[src/rtl/uart_tx_arbiter.sv]
// Round-robin arbiter sharing the UART transmit FIFO write port between NREQ requesters.
// A requester keeps the grant until its last byte is accepted. Two limits force a release:
// MAXLEN accepted bytes per grant, and TIMEOUT consecutive idle cycles from the owner.
module uart_tx_arbiter #(
  parameter int unsigned nbits   = 8,
  parameter int unsigned NREQ    = 4,
  parameter int unsigned MAXLEN  = 16,
  parameter int unsigned TIMEOUT = 32
) (
  input  logic                  clk,
  input  logic                  reset,
  input  logic [NREQ-1:0]       req,
  input  logic [NREQ*nbits-1:0] req_data,
  input  logic [NREQ-1:0]       req_last,
  output logic [NREQ-1:0]       ack,
  output logic                  twr_en,
  output logic [nbits-1:0]      twr_data,
  input  logic                  tx_full,
  output logic [NREQ-1:0]       grant,
  output logic                  busy,
  output logic                  trunc,
  output logic                  abort
);

  localparam int unsigned PW = $clog2(NREQ);
  localparam int unsigned CW = $clog2(MAXLEN + 1);
  // Keep the idle counter at least one bit wide when the timeout is disabled.
  localparam int unsigned IW = (TIMEOUT > 0) ? $clog2(TIMEOUT + 1) : 1;

  typedef enum logic [0:0] {StIdle, StBusy} state_e;

  state_e          state_q, state_d;
  logic [NREQ-1:0] grant_q, grant_d;
  logic [PW-1:0]   owner_q, owner_d;
  logic [PW-1:0]   ptr_q, ptr_d;
  logic [CW-1:0]   cnt_q, cnt_d;
  logic [IW-1:0]   idle_q, idle_d;
  logic            busy_q, busy_d;
  logic            trunc_q, trunc_d;
  logic            abort_q, abort_d;

  logic             own_req, own_last;
  logic [nbits-1:0] own_data;
  logic             found;
  logic [PW-1:0]    winner;
  int               scan_idx;
  logic             acc, rel_end, rel_trunc, rel_abort;

  // Select the current owner's request, last flag and byte.
  always_comb begin
    own_req  = 1'b0;
    own_last = 1'b0;
    own_data = '0;
    for (int i = 0; i < int'(NREQ); i++) begin
      if (owner_q == PW'(i)) begin
        own_req  = req[i];
        own_last = req_last[i];
        own_data = req_data[i*nbits +: nbits];
      end
    end
  end

  // Round-robin scan: first set request at or above ptr, wrapping.
  always_comb begin
    found    = 1'b0;
    winner   = '0;
    scan_idx = 0;
    for (int k = 0; k < int'(NREQ); k++) begin
      scan_idx = int'(ptr_q) + k;
      if (scan_idx >= int'(NREQ)) scan_idx = scan_idx - int'(NREQ);
      if (!found && req[PW'(scan_idx)]) begin
        found  = 1'b1;
        winner = PW'(scan_idx);
      end
    end
  end

  // Next-state logic and the combinational FIFO write port.
  always_comb begin
    state_d   = state_q;
    grant_d   = grant_q;
    owner_d   = owner_q;
    ptr_d     = ptr_q;
    cnt_d     = cnt_q;
    idle_d    = idle_q;
    busy_d    = busy_q;
    trunc_d   = 1'b0;
    abort_d   = 1'b0;
    acc       = 1'b0;
    rel_end   = 1'b0;
    rel_trunc = 1'b0;
    rel_abort = 1'b0;
    ack       = '0;
    twr_en    = 1'b0;
    twr_data  = '0;
    unique case (state_q)
      StIdle: begin
        if (found) begin
          state_d = StBusy;
          owner_d = winner;
          busy_d  = 1'b1;
          cnt_d   = '0;
          idle_d  = '0;
          for (int i = 0; i < int'(NREQ); i++) grant_d[i] = (winner == PW'(i));
        end
      end
      StBusy: begin
        acc = own_req & ~tx_full;
        if (acc) begin
          twr_en   = 1'b1;
          ack      = grant_q;
          twr_data = own_data;
          cnt_d    = cnt_q + CW'(1);
        end
        // A full-FIFO stall with req held is not idle time.
        if (own_req || TIMEOUT == 0) idle_d = '0;
        else                         idle_d = idle_q + IW'(1);
        rel_end   = acc & own_last;
        rel_trunc = acc & ~own_last & (cnt_q == CW'(MAXLEN - 1));
        rel_abort = (TIMEOUT != 0) & ~own_req & (idle_q == IW'(TIMEOUT - 1));
        if (rel_end || rel_trunc || rel_abort) begin
          state_d = StIdle;
          grant_d = '0;
          busy_d  = 1'b0;
          trunc_d = rel_trunc;
          abort_d = rel_abort;
          // Released owner becomes lowest priority.
          if (owner_q == PW'(NREQ - 1)) ptr_d = '0;
          else                          ptr_d = owner_q + PW'(1);
        end
      end
      default: state_d = StIdle;
    endcase
  end

  // State registers with asynchronous active-low reset.
  always_ff @(posedge clk or negedge reset) begin
    if (!reset) begin
      state_q <= StIdle;
      grant_q <= '0;
      owner_q <= '0;
      ptr_q   <= '0;
      cnt_q   <= '0;
      idle_q  <= '0;
      busy_q  <= 1'b0;
      trunc_q <= 1'b0;
      abort_q <= 1'b0;
    end else begin
      state_q <= state_d;
      grant_q <= grant_d;
      owner_q <= owner_d;
      ptr_q   <= ptr_d;
      cnt_q   <= cnt_d;
      idle_q  <= idle_d;
      busy_q  <= busy_d;
      trunc_q <= trunc_d;
      abort_q <= abort_d;
    end
  end

  assign grant = grant_q;
  assign busy  = busy_q;
  assign trunc = trunc_q;
  assign abort = abort_q;

endmodule
[config.mk]
export PLATFORM = sky130hd
export DESIGN_NAME = uart_tx_arbiter
export DESIGN_NICKNAME = d
export VERILOG_FILES = /design/src/rtl/uart_tx_arbiter.sv
export SDC_FILE = /design/constraint.sdc
export NUM_CORES = 1
export LEC_CHECK = 0
export CORE_MARGIN = 2
export CORE_UTILIZATION = 47
export DETAILED_ROUTE_END_ITERATION = 16
export GPL_TIMING_DRIVEN = 0
export PLACE_DENSITY = 0.86
export SKIP_LAST_GASP = 1
export SYNTH_ARGS = -nofsm -noshare
export SYNTH_HDL_FRONTEND = slang
export SYNTH_SLANG_ARGS = --single-unit
[constraint.sdc]
create_clock -name clk -period 5.2 [get_ports clk]
set_input_delay 1.04 -clock clk [delete_from_list [all_inputs] [get_ports clk]]
set_output_delay 1.04 -clock clk [all_outputs]
set_load 0.01 [all_outputs]
==> metrics.md, run 1 <==
| Metric | Value |
|---|---|
| Worst setup path startpoint | req[2] |
| Via density | 5.36 |
| Final wirelength | 3.98 mm |
| Netlist cell types | 42 |
| CTS Buffer Depth | 2 |
| Period minus WS final | 4420 ps |
| VDD IR max | 0.000205 V |
| Worst Setup End Kind | primary output |
| Die Wd | 62.0 um |
| Syn_area_per_cell | 9.13 sq um |
| Nets | 290 |
| Htree depth | 1 |
| Yosys top cell area share | 36.5% |
| CP peak stage delay | 510 ps |
| Period utilization | 85.0% |
| Worst slack, placed | 772 ps |
| CP max FO | 10 |
| Final ANT Viol Nets | 0 |
| Worst hold start | busy$_DFFE_PN0P_ |
| Layout filler cell count | 283 |
| Clock Skews | 5.98 ps |
| Bufs and invs on worst path | 3 |
| Register area share after synthesis | 36.5% |
| Cts hold-fix bufs | 0 |
| DPL Wire Length | 3.20 mm |
| Final hold slack | 489 ps |
| Status | finished clean |
| Leakage | 0.989 nW |
| Die Area | 0.00384 sq mm |
| Num Clock Sinks | 23 |
| Post-synthesis register bit count | 23 |
| Drt pass-1 iters | 4 |
| Final setup margin | 778 ps |
| Vias in the first global route | 1,303 |
| First-pass GRT wire length | 6.09 mm |
| RSZ-0062 raised after global routing | false |
| Syn_nets | 223 |
| Core area | 0.00328 sq mm |
| Port-buffer cells | 62 |
| RD Place Congestion | 0.805 |
| Worst-path cell chain | clkdlybuf4s50_1 -> or3b_2 -> o211ai_4 -> nand2b_4 -> clkbuf_1 -> nor2_1 -> clkdlybuf4s50_1 |
| Worst slew pin tran | 996 ps |
| Largest cells by area after synthesis | dfrtp_1 (36%), ha_1 (5.5%), a221oi_1 (5.0%) |
| Cts repair resizes | 0 |
| IO Count | 63 |
| Tot Pwr | 1.07 mW |
| Fmax achieved | 226 MHz |
| Share of cells above drive strength 1 | 7.11% |
| Final Max Slew Viols | 0 |
| CP startpoint kind | input pin |
| DR DRC count | 0 |
| Routed length per placed instance | 14.0 um |
| PwrDens | 467 mW/mm^2 |
| Placed cells | 281 |
| TritonCTS clock tree | built |
| Final setup fails | 0 |
| EDFF count, synth | 0 |
| Cell count after synthesis | 173 |
| Worst min path class | flip-flop to flip-flop |
| Layout Cells excl Fill | 285 |
| Main synth FF type | dfrtp_1 |
| Worst-path clk slew | 120 ps |
| Most common cell after layout, fill and taps aside | clkdlybuf4s50_1 |
| Yosys warns | 0 |
| Initial antenna violation count | 0 |
| Reg2reg start | owner_q[0]$_DFFE_PN0P_ |
| Area Growth Syn to Fin | 44.6% |
| Setup tns final | 0 ps |
| Die Ht | 62.0 um |
| Commonest cells after routing, fill and taps aside | clkdlybuf4s50_1 (62), dfrtp_1 (23), nor2_1 (15), nor2b_1 (12) |
| Critical path class | input pin to primary output |
| Routed via count | 1,527 |
| Iter 0 DRT Violations | 84 |
| Most used cell, CP | clkdlybuf4s50_1 |
| Post-CTS Repair Setup Buffers | 0 |
| Diodes inserted | 0 |
| Endpoints failing hold | 0 |
| Slew HR | 33.4% |
| Gr usage total | 21.4% |
| Worst reg-to-reg setup slack | 2800 ps |
| CTS Buf Count | 3 |
| CTS root buffer | clkbuf_4 |
| FP Rows | 21 |
| CP Data Arrival Time | 3380 ps |
| Max stage delay cell, worst path | or3b_2 |
| Max-cap violations | 0 |
| Worst path required time | 4160 ps |
| Initial Util | 48.1% |
| Cell family with most CP delay | buffers and inverters |
| Syn Std Cell Area | 0.00158 sq mm |
| Yosys top cell by area | dfrtp_1 |
| Largest net degree at the start of global routing | 24 |
| Skew-Pair Late Insertion Delay | 310 ps |
| GRT overflow | 0 |
| Post-synth ARST share | 100% |
-- synth_stat cells (all sizes together), types with 4 or more instances --
cell    instances
nor2b          12
ha              7
nand3           7
nor2           15
clkbuf          5
a21o            4
dfrtp          23
nand2          11
a221oi          9
inv             7
nor3           10
a21oi           9
and2            4
nand2b          6
o21ai          10
-- cells by family (layout without fill, tap and decap cells) --
group                    count (synthesis)  in the layout  share of synthesized area [%]
XOR/XNOR                                 3              3                           1.66
adder cells (fa/ha/maj)                  7              7                           5.55
multiplexers                             4              4                           3.17
buffers and inverters                   15             81                           4.36
flip-flops                              23             23                           36.4
AND/OR/NAND/NOR                         76             76                           26.2
AO/OA/AOI/OAI                           45             45                           22.6
-- through the flow --
| step | instance area, sq um | util (%) |
|---|---|---|
| floorplan | 1580 | - |
| CTS | 2280 | 69.5 |
| detailed placement | 2260 | 68.7 |
| global route | 2280 | 69.5 |
| finish | 2280 | 69.5 |
| global placement | 2260 | 68.7 |
-- sequential cells by signal, indices dropped and copies added, names as in the netlist --
name / cells
idle_q: 6
busy: 1
abort: 1
owner_q: 2
trunc: 1
ptr_q: 2
state_q: 1
cnt_q: 5
grant: 4
-- layer usage --
metal | GRT usage (%) | vias to the layer above | part of all wire, %
li1 | - | 761 | -
met1 | 31.7 | 719 | 47
met2 | 33.2 | 41 | 50
met3 | 1.86 | 6 | 2.5
met4 | 6.69 | 0 | 1.3
met5 | 0 | - | 0
-- where the power goes --
group	internal, mW	switching (mW)	total, mW
sequential	0.236	0.0495	0.285
clock	0.0299	0.0522	0.0822
combinational	0.343	0.356	0.698
-- path summary, 6_finish.rpt --
kind | endpoint | depth (start not counted)
min in group asynchronous | owner_q[1]$_DFFE_PN0P_ | 1
worst max-delay path | twr_data[0] | 7
worst min register to register | busy$_DFFE_PN0P_ | 1
max in group asynchronous | idle_q[1]$_DFFE_PN0P_ | 1
worst max register to register | ptr_q[0]$_DFFE_PN0P_ | 10
worst min-delay path | busy$_DFFE_PN0P_ | 1
-- final cells by class --
class,instances,area [sq um],share of cell area (%)
multi-input cells,135,935,40.9
repair buffers,62,621,27.2
well taps,46,57.6,2.52
inverters,7,28.8,1.26
clock buffers,4,26.3,1.15
flip-flops and latches,23,576,25.2
plain buffers,8,40.0,1.75
Note: power is estimated with default switching activity, not from simulation.
==> inputs of run 2 (changes only) <==
Settings changed: CTS_CLUSTER_DIAMETER set to 60.
==> results of run 2 <==
Final layout, timing and power as in run 1 (identical DEF).
